## src/rtl/bspi_pkg.sv

```systemverilog
// Shared definitions for the boot-SPI slave bridge:
// command codes, FSM states and status word layout.
package bspi_pkg;

    localparam logic [1:0] CMD_NOP    = 2'h0;
    localparam logic [1:0] CMD_READ   = 2'h1;
    localparam logic [1:0] CMD_WRITE  = 2'h2;
    localparam logic [1:0] CMD_STATUS = 2'h3;

    typedef enum logic [2:0] {
        IDLE,
        HDR,
        WDATA,
        DUMMY,
        RDATA,
        IGNORE
    } state_t;

    localparam int STAT_OVR    = 0;
    localparam int STAT_URN    = 1;
    localparam int STAT_FRM_LO = 8;

    // 16-bit status layout before zero-extension to the data width
    function automatic logic [15:0] status_word(
        input logic [7:0] frames,
        input logic       urn,
        input logic       ovr
    );
        logic [15:0] s;
        s = '0;
        s[STAT_FRM_LO +: 8] = frames;
        s[STAT_URN]         = urn;
        s[STAT_OVR]         = ovr;
        return s;
    endfunction

endpackage

```

## src/rtl/bspi_sync_edge.sv

```systemverilog
// Synchroniser for the SPI pins into the clk domain with
// edge pulses on the synchronised sck and cs_n.
module bspi_sync_edge #(
    parameter int SYNC_STAGES = 2
) (
    input  logic clk,
    input  logic rst_n,
    input  logic scs,
    input  logic sck,
    input  logic sdi,
    output logic scs_s,
    output logic sdi_s,
    output logic sck_rise,
    output logic sck_fall,
    output logic scs_rise,
    output logic scs_fall
);

    logic [SYNC_STAGES-1:0] scs_q;
    logic [SYNC_STAGES-1:0] sck_q;
    logic [SYNC_STAGES-1:0] sdi_q;
    logic                   sck_prev;
    logic                   scs_prev;

    // cs_n resets as "selected" so a frame already in flight at reset
    // release is not mistaken for a fresh falling edge
    always_ff @(posedge clk or negedge rst_n) begin
        if (!rst_n) begin
            scs_q    <= '0;
            sck_q    <= '1;
            sdi_q    <= '0;
            sck_prev <= 1'b1;
            scs_prev <= 1'b0;
        end else begin
            scs_q    <= {scs_q[SYNC_STAGES-2:0], scs};
            sck_q    <= {sck_q[SYNC_STAGES-2:0], sck};
            sdi_q    <= {sdi_q[SYNC_STAGES-2:0], sdi};
            sck_prev <= sck_q[SYNC_STAGES-1];
            scs_prev <= scs_q[SYNC_STAGES-1];
        end
    end

    assign scs_s    = scs_q[SYNC_STAGES-1];
    assign sdi_s    = sdi_q[SYNC_STAGES-1];
    assign sck_rise = sck_q[SYNC_STAGES-1] & ~sck_prev;
    assign sck_fall = ~sck_q[SYNC_STAGES-1] & sck_prev;
    assign scs_rise = scs_q[SYNC_STAGES-1] & ~scs_prev;
    assign scs_fall = ~scs_q[SYNC_STAGES-1] & scs_prev;

endmodule

```

## src/rtl/bspi_bridge.sv

```systemverilog
// Boot-SPI slave bridge: header decode, burst write/read into a
// boot memory port, MSB-first read-back and a status command.
module bspi_bridge
    import bspi_pkg::*;
#(
    parameter int ADDR_W      = 11,
    parameter int DATA_W      = 32,
    parameter int HDR_W       = 16,
    parameter int RD_DUMMY    = 8,
    parameter int SYNC_STAGES = 2
) (
    input  logic              clk,
    input  logic              rst_n,
    input  logic              cfg_en,
    input  logic              spi_cs_n,
    input  logic              spi_sck,
    input  logic              spi_sdi,
    output logic              spi_sdo,
    output logic              spi_sdo_oe,
    output logic              mem_req,
    output logic              mem_we,
    output logic [ADDR_W-1:0] mem_addr,
    output logic [DATA_W-1:0] mem_wdata,
    input  logic              mem_ready,
    input  logic [DATA_W-1:0] mem_rdata,
    output logic              busy,
    output logic              err
);

    localparam int M1    = (HDR_W > DATA_W) ? HDR_W : DATA_W;
    localparam int MX    = (M1 > RD_DUMMY) ? M1 : RD_DUMMY;
    localparam int CNT_W = $clog2(MX + 1);

    localparam logic [CNT_W-1:0] HDR_LAST = CNT_W'(HDR_W - 1);
    localparam logic [CNT_W-1:0] DAT_LAST = CNT_W'(DATA_W - 1);
    localparam logic [CNT_W-1:0] DAT_DONE = CNT_W'(DATA_W);
    localparam logic [CNT_W-1:0] DMY_LAST = CNT_W'(RD_DUMMY - 1);

    logic scs_s;
    logic sdi_s;
    logic sck_rise;
    logic sck_fall;
    logic scs_rise;
    logic scs_fall;

    bspi_sync_edge #(
        .SYNC_STAGES(SYNC_STAGES)
    ) u_sync (
        .clk      (clk),
        .rst_n    (rst_n),
        .scs      (spi_cs_n),
        .sck      (spi_sck),
        .sdi      (spi_sdi),
        .scs_s    (scs_s),
        .sdi_s    (sdi_s),
        .sck_rise (sck_rise),
        .sck_fall (sck_fall),
        .scs_rise (scs_rise),
        .scs_fall (scs_fall)
    );

    state_t             state;
    logic [1:0]         fcmd;
    logic [HDR_W-2:0]   hdr_sr;
    logic [DATA_W-2:0]  wsr;
    logic [DATA_W-1:0]  txsr;
    logic [DATA_W-1:0]  rd_buf;
    logic [CNT_W-1:0]   bit_cnt;
    logic [ADDR_W-1:0]  addr;
    logic               rd_want;
    logic               rd_out;
    logic               rd_valid;
    logic               ovr;
    logic               urn;
    logic [7:0]         frames;
    logic               sdo;

    logic [HDR_W-1:0]   hdr_next;
    logic [DATA_W-1:0]  wsr_next;
    logic [1:0]         hdr_cmd;
    logic [ADDR_W-1:0]  hdr_addr;
    logic [15:0]        stat16;
    logic [DATA_W-1:0]  stat_word;
    logic               mem_pend;
    logic               rd_hit;
    logic [DATA_W-1:0]  ld_word;
    logic               ld_miss;
    logic               frame_end;

    assign hdr_next  = {hdr_sr, sdi_s};
    assign wsr_next  = {wsr, sdi_s};
    assign hdr_cmd   = hdr_next[HDR_W-1 -: 2];
    assign hdr_addr  = hdr_next[ADDR_W-1:0];
    assign stat16    = status_word(frames, urn, ovr);
    assign mem_pend  = mem_req & ~mem_ready;
    assign rd_hit    = mem_req & ~mem_we & mem_ready & rd_out;
    assign ld_miss   = ~rd_valid & ~rd_hit;
    assign frame_end = (state != IDLE) & (scs_rise | ~cfg_en);

    // Status word zero-extended (or truncated) to the data width
    always_comb begin
        stat_word = '0;
        for (int i = 0; i < 16; i++) begin
            if (i < DATA_W) stat_word[i] = stat16[i];
        end
    end

    // Word handed to the tx shifter at a load point; all-ones on underrun
    always_comb begin
        ld_word = '1;
        if (rd_valid) ld_word = rd_buf;
        else if (rd_hit) ld_word = mem_rdata;
    end

    // Memory handshake, read issue and the frame FSM
    always_ff @(posedge clk or negedge rst_n) begin
        if (!rst_n) begin
            state     <= IDLE;
            fcmd      <= CMD_NOP;
            hdr_sr    <= '0;
            wsr       <= '0;
            txsr      <= '0;
            rd_buf    <= '0;
            bit_cnt   <= '0;
            addr      <= '0;
            rd_want   <= 1'b0;
            rd_out    <= 1'b0;
            rd_valid  <= 1'b0;
            ovr       <= 1'b0;
            urn       <= 1'b0;
            frames    <= '0;
            sdo       <= 1'b0;
            mem_req   <= 1'b0;
            mem_we    <= 1'b0;
            mem_addr  <= '0;
            mem_wdata <= '0;
        end else begin
            if (mem_req && mem_ready) begin
                mem_req <= 1'b0;
                if (!mem_we && rd_out) begin
                    rd_buf   <= mem_rdata;
                    rd_valid <= 1'b1;
                    rd_out   <= 1'b0;
                end
            end

            if (rd_want && !mem_req) begin
                mem_req  <= 1'b1;
                mem_we   <= 1'b0;
                mem_addr <= addr;
                rd_want  <= 1'b0;
                rd_out   <= 1'b1;
            end

            if (frame_end) begin
                state    <= IDLE;
                sdo      <= 1'b0;
                rd_want  <= 1'b0;
                rd_out   <= 1'b0;
                rd_valid <= 1'b0;
                fcmd     <= CMD_NOP;
                if (fcmd == CMD_READ || fcmd == CMD_WRITE)
                    frames <= frames + 8'd1;
                if (fcmd == CMD_STATUS) begin
                    ovr <= 1'b0;
                    urn <= 1'b0;
                end
            end else begin
                unique case (state)
                    IDLE: begin
                        if (scs_fall && cfg_en) begin
                            state   <= HDR;
                            bit_cnt <= '0;
                        end
                    end
                    HDR: begin
                        if (sck_rise) begin
                            hdr_sr  <= hdr_next[HDR_W-2:0];
                            bit_cnt <= bit_cnt + 1'b1;
                            if (bit_cnt == HDR_LAST) begin
                                bit_cnt <= '0;
                                fcmd    <= hdr_cmd;
                                unique case (hdr_cmd)
                                    CMD_WRITE: begin
                                        addr  <= hdr_addr;
                                        state <= WDATA;
                                    end
                                    CMD_READ: begin
                                        addr    <= hdr_addr;
                                        rd_want <= 1'b1;
                                        state   <= DUMMY;
                                    end
                                    CMD_STATUS: begin
                                        txsr  <= stat_word;
                                        state <= RDATA;
                                    end
                                    default: state <= IGNORE;
                                endcase
                            end
                        end
                    end
                    WDATA: begin
                        if (sck_rise) begin
                            wsr     <= wsr_next[DATA_W-2:0];
                            bit_cnt <= bit_cnt + 1'b1;
                            if (bit_cnt == DAT_LAST) begin
                                bit_cnt <= '0;
                                addr    <= addr + 1'b1;
                                if (mem_pend) begin
                                    ovr <= 1'b1;
                                end else begin
                                    mem_req   <= 1'b1;
                                    mem_we    <= 1'b1;
                                    mem_addr  <= addr;
                                    mem_wdata <= wsr_next;
                                end
                            end
                        end
                    end
                    DUMMY: begin
                        if (sck_rise) begin
                            bit_cnt <= bit_cnt + 1'b1;
                            if (bit_cnt == DMY_LAST) begin
                                bit_cnt  <= '0;
                                txsr     <= ld_word;
                                rd_valid <= 1'b0;
                                rd_out   <= 1'b0;
                                if (ld_miss) urn <= 1'b1;
                                state    <= RDATA;
                            end
                        end
                    end
                    RDATA: begin
                        if (sck_fall && bit_cnt != DAT_DONE) begin
                            sdo     <= txsr[DATA_W-1];
                            txsr    <= {txsr[DATA_W-2:0], 1'b0};
                            bit_cnt <= bit_cnt + 1'b1;
                            if (bit_cnt == DAT_LAST &&
                                fcmd == CMD_READ) begin
                                addr    <= addr + 1'b1;
                                rd_want <= 1'b1;
                            end
                        end else if (sck_rise && bit_cnt == DAT_DONE) begin
                            bit_cnt <= '0;
                            if (fcmd == CMD_STATUS) begin
                                txsr <= stat_word;
                            end else begin
                                txsr     <= ld_word;
                                rd_valid <= 1'b0;
                                rd_out   <= 1'b0;
                                if (ld_miss) urn <= 1'b1;
                            end
                        end
                    end
                    IGNORE: begin
                    end
                    default: state <= IDLE;
                endcase
            end
        end
    end

    assign spi_sdo    = sdo;
    assign spi_sdo_oe = ((state == DUMMY) | (state == RDATA)) & ~scs_s;
    assign busy       = (state != IDLE) | mem_req;
    assign err        = ovr | urn;

endmodule

```

## config.mk

```make
export PLATFORM = sky130hd
export DESIGN_NAME = bspi_bridge
export DESIGN_NICKNAME = d
export VERILOG_FILES = /design/src/rtl/bspi_pkg.sv /design/src/rtl/bspi_sync_edge.sv /design/src/rtl/bspi_bridge.sv
export SDC_FILE = /design/constraint.sdc
export NUM_CORES = 1
export LEC_CHECK = 0
export BUFFER_PORTS_ARGS = -buffer_cell sky130_fd_sc_hd__buf_4
export CAP_MARGIN = 10
export CORE_ASPECT_RATIO = 1.2
export CORE_UTILIZATION = 59
export CTS_CLUSTER_SIZE = 40
export DETAILED_ROUTE_END_ITERATION = 16
export PLACE_DENSITY = 0.79
export SETUP_SLACK_MARGIN = 0.1
export SYNTH_ARGS = -nofsm -noshare
export SYNTH_HDL_FRONTEND = slang
export SYNTH_SLANG_ARGS = --single-unit
```

## constraint.sdc

```tcl
create_clock -name clk -period 2.6 [get_ports clk]
set_clock_uncertainty 0.05 [all_clocks]
set_input_delay 0.52 -clock clk [delete_from_list [all_inputs] [get_ports clk]]
set_output_delay 0.52 -clock clk [all_outputs]
set_load 0.01 [all_outputs]
```

# [Word level (Yosys, flattened, before mapping)]
# Index checks and enable logic that the tools add are counted.
# Widths: inputs -> output; s select.
[op_classes] add_sub_neg=3 eq_ne=38 mux=104 bitwise_logic=26 n_reduce_logical=39
[op_table] operator="$mux 32" count=10
[op_table] operator="$mux 11" count=13
[op_table] operator="$pmux 32 s3" count=1
[op_table] operator="$mux 6" count=9
[op_table] operator="$mux 1" count=53
[op_table] operator="$pmux 11 s3" count=1
[op_table] operator="$pmux 6 s5" count=1
[op_table] operator="$ne 3x3->1 const B" count=9
[op_table] operator="$ne 2x2->1 const B" count=11
[op_table] operator="$mux 3" count=6
[op_table] operator="$reduce_bool 2->1" count=8
[op_table] operator="$reduce_and 7->1" count=2
[op_table] operator="$pmux 3 s4" count=1
[op_table] operator="$reduce_bool 3->1" count=4
[op_table] operator="$add 11x1->11 const B" count=1
[op_table] operator="$and 1x1->1" count=11
[op_table] operator="$not 1->1" count=11
[op_table] operator="$reduce_and 5->1" count=2
[op_table] operator="$pmux 3 s3" count=1
[op_table] operator="$reduce_and 3->1" count=3
[op_table] operator="$reduce_and 9->1" count=1
[op_table] operator="$add 8x1->8 const B" count=1
[op_table] operator="$eq 2x2->1 const B" count=4
[op_table] operator="$mux 2" count=4
[op_table] operator="23 further kinds" count=42
[totals] regBits=199 input_bits=39 out_inout_bits=49 elab_cells=234

# [Longest topological paths before layout]
# Gate-level depths: netlist of run 1.
[logic_depth] word_depth=12 ltp_mapped=9 mapped_depth_nobuf=7

# [Hierarchy]
# A second synthesis of run 1 with hierarchy kept.
[unflattened] hier_cells=787 hier_area_um2=9340.2
[modules_own_cells] mod="bspi_bridge" instances=1 cells_per_inst=775 area_per_inst_um2=9101.2 seq_area_each_um2=4779.6
[modules_own_cells] mod="bspi_sync_edge" instances=1 cells_per_inst=12 area_per_inst_um2=239.0 seq_area_each_um2=203.9

# [Worst setup path after synthesis of run 1]
# No wires, ideal clock.
[synth_path] kind="reg-to-reg" start="register u_sync.sck_q[1]" end="register mem_wdata[0]" arrival_time_ns=2.018 path_slack_ns=0.408 stages_incl_launch_ff=8 path_buffers=2 synth_period_minus_slack_ns=2.192 path_cell_list="dfstp_2 -> nand2b_1 -> clkbuf_1 -> nor4b_4 -> nand2_1 -> nor2_4 -> buf_6 -> mux2_2"
[synth_via] elab_chain_len=2
[synth_lines] item="start: declaration" line="bspi_sync_edge.sv:20" text="logic [SYNC_STAGES-1:0] sck_q;"
[synth_lines] item="start signal: assignment" line="bspi_sync_edge.sv:36" text="sck_q <= {sck_q[SYNC_STAGES-2:0], sck};"
[synth_lines] item="$and 1x1->1" line="bspi_sync_edge.sv:45" text="assign sck_rise = sck_q[SYNC_STAGES-1] & ~sck_prev;"
[synth_lines] item="$reduce_and 5->1 (no line)"
[synth_lines] item="end signal: assignment" line="bspi_bridge.sv:215" text="mem_wdata <= wsr_next;"
[synth_lines] item="end: declaration" line="bspi_bridge.sv:23" text="output logic [DATA_W-1:0] mem_wdata,"
# Every way passes these cells.
# A chain may end at the register's enable or synchronous reset.

# [Worst setup path after layout of run 1]
[layout_path] start="register state[0]" end="output port spi_sdo_oe"
[layout_via] elab_chain_len=3 word_cells_on_any_way=4 classes_between="2 x eq/ne; 2 x bitwise"
[layout_lines] item="start: declaration" line="bspi_bridge.sv:62" text="state_t state;"
[layout_lines] item="start signal: assignment" line="bspi_bridge.sv:118" text="state <= IDLE;"
[layout_lines] item="start signal: assignment" line="bspi_bridge.sv:156" text="state <= IDLE;"
[layout_lines] item="start signal: assignment" line="bspi_bridge.sv:172" text="state <= HDR;"
[layout_lines] item="$eq 3x2->1 / $eq 3x3->1 (equally long branches)" line="bspi_bridge.sv:264" text="assign spi_sdo_oe = ((state == DUMMY) | (state == RDATA)) & ~scs_s;"
[layout_lines] item="$or 1x1->1 *" line="bspi_bridge.sv:264"
[layout_lines] item="$and 1x1->1 *" line="bspi_bridge.sv:264"
[layout_lines] item="end: declaration" line="bspi_bridge.sv:19" text="output logic spi_sdo_oe,"
# Mark *: on every way between the ends. The rest lies on a longest branch, timed or not.

==> impl_metrics.ini, run 1 <==
[timing]
worst_hold_slack_ps = 50.5
worst_pin_slew_ps = 942
fin_crit_sh_pct = 91.1
finalWorstSetupSlack_ps = 231
max_freq_mhz = 422
hold_viol_final = 0
setup_viol = 0
setup_tns_ps = 0
period_minus_slack_ps = 2370
report.final.slew_viol_count = 0
slew_headroom_pct = 37.2
rsz0062_at_grt = false

[placement]
gp_congestion = 0.919
portBuffers = 87
place_area_um2 = 10200
placed_cells = 1117
dpl_worst_slack_ps = 269
dpl.hpwl_um = 12700

[grt]
grt_usage_pct = 25.4
grt_pass1_vias = 6596
grt_start_max_net_pins = 69
antenna_found_initial = 0
grt_pass1_wl_um = 31900
grt_overflow = 0

[synth]
syn_area_um2 = 9220
synth_nets = 898
synthDistinctLibCells = 71
synthMuxAreaShare_pct = 12.7
ys_seq_elements = 199
postSynthCellCount = 850
synthSimpleGateAreaFrac_pct = 13.6
synth_edf_count = 0
post_synth.cell_area_avg_um2 = 10.8
ys_warn_count = 0
synth_compound_area_share_pct = 13.6
synth_top_family_by_area = compound AO/OA/AOI/OAI gates
async_flop_share_pct = 100
ys_seq_area_share_pct = 54.1
synth-xor-area-share_pct = 0.760
synth_ff_type = dfrtp_1
synthAdderAreaFrac_pct = 1.22

[cts]
clock_sinks = 199
cts_tree = yes
clock_latency_ps = 440
holdBufCountCts = 0
clkSlewWorstSetupHoldPaths_ps = 70
htreeDepth = 4
clk_path_buf_depth = 2
root_buffer = clkbuf_16
numCtsBuffers = 17

[worst_setup_path]
worstSetupPathType = reg -> out
start_kind = flip-flop
crit_fanout = 9
rr_worst_depth = 7
cp_data_arrival_time_ps = 1800
r2r_slack_ps = 240
cp-end-kind = primary output
worstPathRequired_ps = 2030

[detailed_routing]
via_per_inst = 5.77
routed_wl_um = 19000
dr.pass1.iters = 7
ant_nets = 0
wl_per_cell_um = 16.6
drc = 0
vias = 6633
drtIter0Drc = 542

[floorplan]
die_area_um2 = 16100
coreArea_um2 = 15100
start_util_pct = 60.9
die_w_um = 116
die_y_um = 139
std_cell_rows = 49
pin_count = 88

[outcome]
outcome = finished, final reports clean

[worst_hold_path]
min_path_type = in -> async

[job]
max_cap_violations = 0

[cells_and_area]
stdcell_count = 1150
antenna_cells = 0
postLayoutCellArea_um2 = 10800
final_common_cell = dfrtp_1
utilization_pct = 71.0
nets = 981
area_growth_pct = 16.7
nFillCells = 1095
layout_common_cells = dfrtp_1 (195), nand2_1 (159), buf_4 (116)
drive_gt1_share_pct = 27.6

[power_and_ir_drop]
powerDensity_nw_per_um2 = 604
leakage_nw = 5.23
ir_drop_uv = 466
power.total_mw = 6.49
==> flip-flops by register name (all words and copies together), names as in the netlist, 2 cells and up <==
register / cells
frames: 8
u_sync.sdi_q: 2
mem_addr: 11
mem_wdata: 32
wsr: 31
fcmd: 2
u_sync.sck_q: 2
txsr: 32
rd_buf: 32
bit_cnt: 6
addr: 11
state: 3
u_sync.scs_q: 2
hdr_sr: 15
==> worst paths after layout <==
kind,startpoint,end
setup / recovery,state[0]$_DFFE_PN0P_,spi_sdo_oe
hold / removal,rst_n,wsr[6]$_DFFE_PN0P_
setup reg to reg,state[0]$_DFFE_PN0P_,txsr[12]$_DFFE_PN0P_
hold reg to reg,u_sync.sdi_q[0]$_DFF_PN0_,u_sync.sdi_q[1]$_DFF_PN0_
max in group asynchronous,rst_n,u_sync.sck_prev$_DFF_PN1_
min in group clk,spi_cs_n,u_sync.scs_q[0]$_DFF_PN0_
==> timing repair <==
item | 4_1_cts | 5_1_grt
gates resized for setup | 0 | 4
endpoints found under the setup margin | 0 | 5
setup buffers | 0 | 1
==> power by group <==
group	total, mW	internal, mW	leakage, nW	switching [mW]
logic	0.711	0.295	2.26	0.416
registers	3.24	3.16	2.70	0.0802
clock network	2.53	1.31	0.276	1.22
==> per-layer routing <==
layer | part of all wire [%] | routed length, µm | vias up | GRT usage, %
li1 | - | - | 3177 | -
met1 | 45 | 8500 | 3256 | 34.3
met2 | 50 | 9440 | 171 | 40.5
met3 | 3.8 | 716 | 29 | 4.85
met4 | 2.1 | 391 | 0 | 9.99
met5 | 0 | 0 | - | 0
==> cell type report <==
class | instances | area (µm²) | share of cell area, %
sequential | 199 | 4980 | 46.4
timing repair buffer | 122 | 985 | 9.16
multi-input combinational | 570 | 3870 | 36.0
clock buffer | 20 | 457 | 4.25
inverter | 23 | 86.3 | 0.803
tap | 204 | 255 | 2.37
clock inverter | 12 | 109 | 1.01
==> kinds of logic after synthesis <==
kind of cell | after synthesis
xor+xnor | 8
simple gates | 274
fa+ha+maj | 9
mux | 105
flops | 199
compound gates | 174
buf+inv | 81
==> synth_stat cells (9+ instances only) <==
cell type | instances | area share (%)
dfrtp_1 | 196 | 53
nand2_1 | 159 | 6.5
mux2_2 | 90 | 11
nor2_1 | 48 | 2.0
o21ai_0 | 44 | 2.4
clkbuf_1 | 34 | 1.4
inv_1 | 23 | 0.94
a22oi_1 | 22 | 1.8
o2bb2ai_1 | 21 | 2.0
a21oi_1 | 15 | 0.81
buf_2 | 15 | 0.81
nand3_1 | 14 | 0.76
mux2i_1 | 12 | 1.3
a41oi_1 | 10 | 0.95
a222oi_1 | 9 | 0.98
ha_1 | 9 | 1.2
nor2b_1 | 9 | 0.61
==> worst max-delay path, stage by stage (launching register included) <==
cell,delay [ps]
dfrtp_1,490
nor2b_2,370
a21oi_1,170
nor2_1,180
buf_4,160
(Power assumes the default switching activity.)
==> run 2, diff against run 1 <==
--- a/config.mk
+++ b/config.mk
@@ -8,11 +8,13 @@
 export BUFFER_PORTS_ARGS = -buffer_cell sky130_fd_sc_hd__buf_4
 export CAP_MARGIN = 10
 export CORE_ASPECT_RATIO = 1.2
+export CORE_MARGIN = 2
 export CORE_UTILIZATION = 59
 export CTS_CLUSTER_SIZE = 40
 export DETAILED_ROUTE_END_ITERATION = 16
 export PLACE_DENSITY = 0.79
 export SETUP_SLACK_MARGIN = 0.1
+export SKIP_LAST_GASP = 1
 export SYNTH_ARGS = -nofsm -noshare
 export SYNTH_HDL_FRONTEND = slang
 export SYNTH_SLANG_ARGS = --single-unit
==> impl_metrics.ini, run 2 (synthesized netlist as in run 1, its figures left out) <==
[cts]
clock_latency_ps = 440
root_buffer = clkbuf_16
clock_sinks = 199
cts_tree = yes
htreeDepth = 4
clkSlewWorstSetupHoldPaths_ps = 70
clk_path_buf_depth = 2
numCtsBuffers = 17
holdBufCountCts = 0

[grt]
antenna_found_initial = 0
grt_start_max_net_pins = 77
grt_usage_pct = 24.4
grt_pass1_wl_um = 33000
grt_pass1_vias = 6604
grt_overflow = 0

[floorplan]
start_util_pct = 59.6
std_cell_rows = 50
coreArea_um2 = 15500
pin_count = 88
die_w_um = 118
die_y_um = 141
die_area_um2 = 16600

[timing]
worst_pin_slew_ps = 669
setup_viol = 0
max_freq_mhz = 426
rsz0062_at_grt = true
hold_viol_final = 0
slew_headroom_pct = 55.4
report.final.slew_viol_count = 0
setup_tns_ps = 0
period_minus_slack_ps = 2350
fin_crit_sh_pct = 90.3
finalWorstSetupSlack_ps = 251

[cells_and_area]
nets = 981
antenna_cells = 0
layout_common_cells = dfrtp_1 (196), nand2_1 (159), buf_4 (116)
final_common_cell = dfrtp_1
area_growth_pct = 17.4
reg_top3 = mem_wdata x32, rd_buf x32, txsr x32
drive_gt1_share_pct = 27.2

[detailed_routing]
dr.pass1.iters = 5
drc = 0
ant_nets = 0
wl_per_cell_um = 17.0
via_per_inst = 5.87
routed_wl_um = 19700
vias = 6769
drtIter0Drc = 618

[placement]
dpl.hpwl_um = 13100
portBuffers = 87
dpl_worst_slack_ps = 221
gp_congestion = 0.886

[power_and_ir_drop]
leakage_nw = 5.25
ir_drop_uv = 472
powerDensity_nw_per_um2 = 630

[worst_setup_path]
worstPathRequired_ps = 2030
start_kind = flip-flop
worstSetupPathType = reg -> out
cp-end-kind = primary output
crit_fanout = 15
cp_data_arrival_time_ps = 1780

[job]
max_cap_violations = 0

[worst_hold_path]
min_path_type = in -> async

[outcome]
outcome = finished, final reports clean
==> run 2: final timing paths <==
kind	cells past startpoint	endpoint	from	slack, ps
max	5	spi_sdo_oe	state[1]$_DFFE_PN0P_	250
min	1	rd_buf[12]$_DFFE_PN0P_	rst_n	70
max reg2reg	5	bit_cnt[5]$_DFFE_PN0P_	u_sync.sck_q[1]$_DFF_PN1_	260
min reg2reg	0	u_sync.sdi_q[1]$_DFF_PN0_	u_sync.sdi_q[0]$_DFF_PN0_	300
max in group asynchronous	2	rd_buf[27]$_DFFE_PN0P_	rst_n	1770
min in group clk	1	u_sync.scs_q[0]$_DFF_PN0_	spi_cs_n	130
==> run 2: cell type report <==
type                    count  area, µm²
multi-input cells         570       3870
inverters                  23       86.3
flip-flops and latches    199       4980
clock inverters            12        190
repair buffers            122        985
well taps                 208        260
clock buffers              20        437
fillers                  1116       4640
==> run 2: layer usage <==
| layer | track usage, % | up-vias | wire length, µm |
|---|---|---|---|
| li1 | - | 3192 | - |
| met1 | 33.4 | 3372 | 8650 |
| met2 | 39.8 | 175 | 9820 |
| met3 | 3.96 | 30 | 798 |
| met4 | 9.00 | 0 | 395 |
| met5 | 0 | - | 0 |
==> run 2: critical path: stages (launching register included) <==
cell and delay, ps:
dfrtp_1 440, buf_4 220, nor3b_4 310, a21oi_1 130, nor2_1 110, buf_4 130
==> run 2: per-stage QoR <==
stage / power [mW] / hold WS, ps / utilization [%] / cells / area [µm²]
after global placement: 4.02 / 282 / 65.9 / 1122 / 10200
after floorplan: 3.70 / 174 / - / 850 / 9220
after detailed placement: 4.02 / 286 / 65.9 / 1122 / 10200
after CTS: 6.83 / 99.3 / 69.9 / 1154 / 10800
after global routing: 7.04 / 122 / 70.0 / 1154 / 10800
final: 6.81 / 65.6 / 70.0 / 1154 / 10800
==> run 2: what timing repair did <==
item,4_1_cts,5_1_grt
setup buffers,0,0
gates resized for setup,0,2
setup endpoints to repair,0,20
==> run 2: power by group <==
group,switching [mW],internal [mW],leakage (nW)
registers,0.0659,3.16,2.70
clock network,1.19,1.63,0.298
logic,0.436,0.319,2.25
total,1.69,5.12,5.25
==> run 3, diff against run 2 <==
--- a/config.mk
+++ b/config.mk
@@ -12,7 +12,7 @@
 export CORE_UTILIZATION = 59
 export CTS_CLUSTER_SIZE = 40
 export DETAILED_ROUTE_END_ITERATION = 16
-export PLACE_DENSITY = 0.79
+export PLACE_DENSITY_LB_ADDON = 0.05
 export SETUP_SLACK_MARGIN = 0.1
 export SKIP_LAST_GASP = 1
 export SYNTH_ARGS = -nofsm -noshare
==> impl_metrics.ini, run 3 (synthesized netlist as in run 1, its figures left out) <==
[power_and_ir_drop]
seqPwrFrac_pct = 47.6
p_clk_share_pct = 41.1
powerDensity_nw_per_um2 = 626
ir_drop_uv = 379
leakage_nw = 5.27
power.total_mw = 6.78
comb_power_share_pct = 11.3
p_sw_share_pct = 25.3
p_switching_mw = 1.72
internal-power_mw = 5.07

[worst_setup_path]
crit_path_top_delay_cell = dfstp_2
slowest_delay_ps = 560
cp_data_arrival_time_ps = 2670
rr_startpoint = u_sync.sck_q[1]$_DFF_PN1_
worstSetupPathType = reg -> reg
start_kind = flip-flop
crit_fanout = 9
path_cells = nand2b_1 > or3_1 > a31o_2 > or2_1 > a221o_1
worstPathRequired_ps = 2870
cp-end-kind = flip-flop
crit_path_start = u_sync.sck_q[1]$_DFF_PN1_

[timing]
rsz0062_at_grt = false
setup_tns_ps = 0
worst_pin_slew_ps = 725
setup_viol = 0
report.final.slew_viol_count = 0
max_freq_mhz = 417
period_minus_slack_ps = 2400
fin_crit_sh_pct = 92.1
hold_viol_final = 0
slew_headroom_pct = 51.6

[job]
max_cap_violations = 0

[floorplan]
die_area_um2 = 16600
coreArea_um2 = 15500
pin_count = 88
std_cell_rows = 50
die_y_um = 141
die_w_um = 118
start_util_pct = 59.6

[cells_and_area]
area_growth_pct = 17.6
drive_gt1_share_pct = 27.5
final_common_cell = dfrtp_1
postLayoutCellArea_um2 = 10800
antenna_cells = 0
utilization_pct = 70.1
reg_top3 = mem_wdata x32, rd_buf x32, txsr x32
layout_common_cells = dfrtp_1 (196), nand2_1 (159), buf_4 (115)
nets = 981

[placement]
portBuffers = 87
gp_congestion = 0.850
place_area_um2 = 10200
dpl.hpwl_um = 13500

[detailed_routing]
vias = 6753
drtIter0Drc = 546
via_per_inst = 5.85
routed_wl_um = 20200
dr.pass1.iters = 6
drc = 0
ant_nets = 0
wl_per_cell_um = 17.5

[cts]
clock_sinks = 199
htreeDepth = 4
clock_latency_ps = 440
numCtsBuffers = 17
clkSlewWorstSetupHoldPaths_ps = 70
cts_tree = yes
root_buffer = clkbuf_16
clk_path_buf_depth = 2

[worst_hold_path]
min_path_type = in -> async

[grt]
antenna_found_initial = 0
grt_pass1_wl_um = 33800
grt_overflow = 0
grt_start_max_net_pins = 65
grt_pass1_vias = 6777
grt_usage_pct = 25.1

[outcome]
outcome = finished, final reports clean
==> run 3: cell count changes in the layout (fill, tap and decap cells not counted), sizes merged <==
cell and delta:
clkinv +4, inv -1, clkbuf -1, bufinv -1, clkinvlp -1
==> run 3: layer usage <==
layer | part of all wire, % | global-route usage (%) | vias to the layer above
li1 | - | - | 3181
met1 | 44 | 33.2 | 3379
met2 | 51 | 42.2 | 171
met3 | 3.8 | 4.98 | 22
met4 | 1.3 | 7.67 | 0
met5 | 0 | 0 | -
==> run 3: final timing paths <==
path,endpoint,slack [ps],cells after the start
min in group clk,u_sync.sdi_q[0]$_DFF_PN0_,140,1
worst min register to register,u_sync.sdi_q[1]$_DFF_PN0_,310,0
worst max register to register,bit_cnt[5]$_DFFE_PN0P_,200,5
worst max-delay path,bit_cnt[5]$_DFFE_PN0P_,200,5
max in group asynchronous,mem_wdata[19]$_DFFE_PN0P_,1670,2
worst min-delay path,rd_buf[23]$_DFFE_PN0P_,10,1
==> run 3: final cells by class <==
cell class / instances / area (µm²)
Clock buffer: 19 / 443
Clock inverter: 13 / 189
Fill cell: 1154 / 4610
Inverter: 23 / 86.3
Multi-Input combinational cell: 570 / 3880
Sequential cell: 199 / 4980
Tap cell: 208 / 260
Timing Repair Buffer: 122 / 997
==> run 3: power groups by stage <==
stage	clock network [mW]	registers (mW)	logic, mW
final	2.78	3.23	0.767
after global routing	2.97	3.24	0.839
after CTS	2.84	3.23	0.755
after detailed placement	0	3.29	0.747
after global placement	0	3.28	0.732
after floorplan	0	3.26	0.439
==> run 3: metrics by stage <==
stage	hold WS (ps)	std cells	setup slack [ps]
2_1_floorplan	174	850	408
3_3_place_gp	283	1122	258
3_5_place_dp	291	1122	217
4_1_cts	26.7	1154	113
5_1_grt	34.6	1154	102
6_report	13.2	1154	205
==> run 3: worst max-delay path, delay by kind of cell (launching register included) <==
| family | cells | cell delay [ps] |
|---|---|---|
| AND/OR/NAND/NOR | 3 | 990 |
| flip-flops | 1 | 560 |
| AO/OA/AOI/OAI | 2 | 680 |
==> run 3: what timing repair did <==
action                                  CTS  global route
buffers inserted                          0             0
hold buffers                              0             0
resized for setup                         1             3
endpoints found under the setup margin    1             2
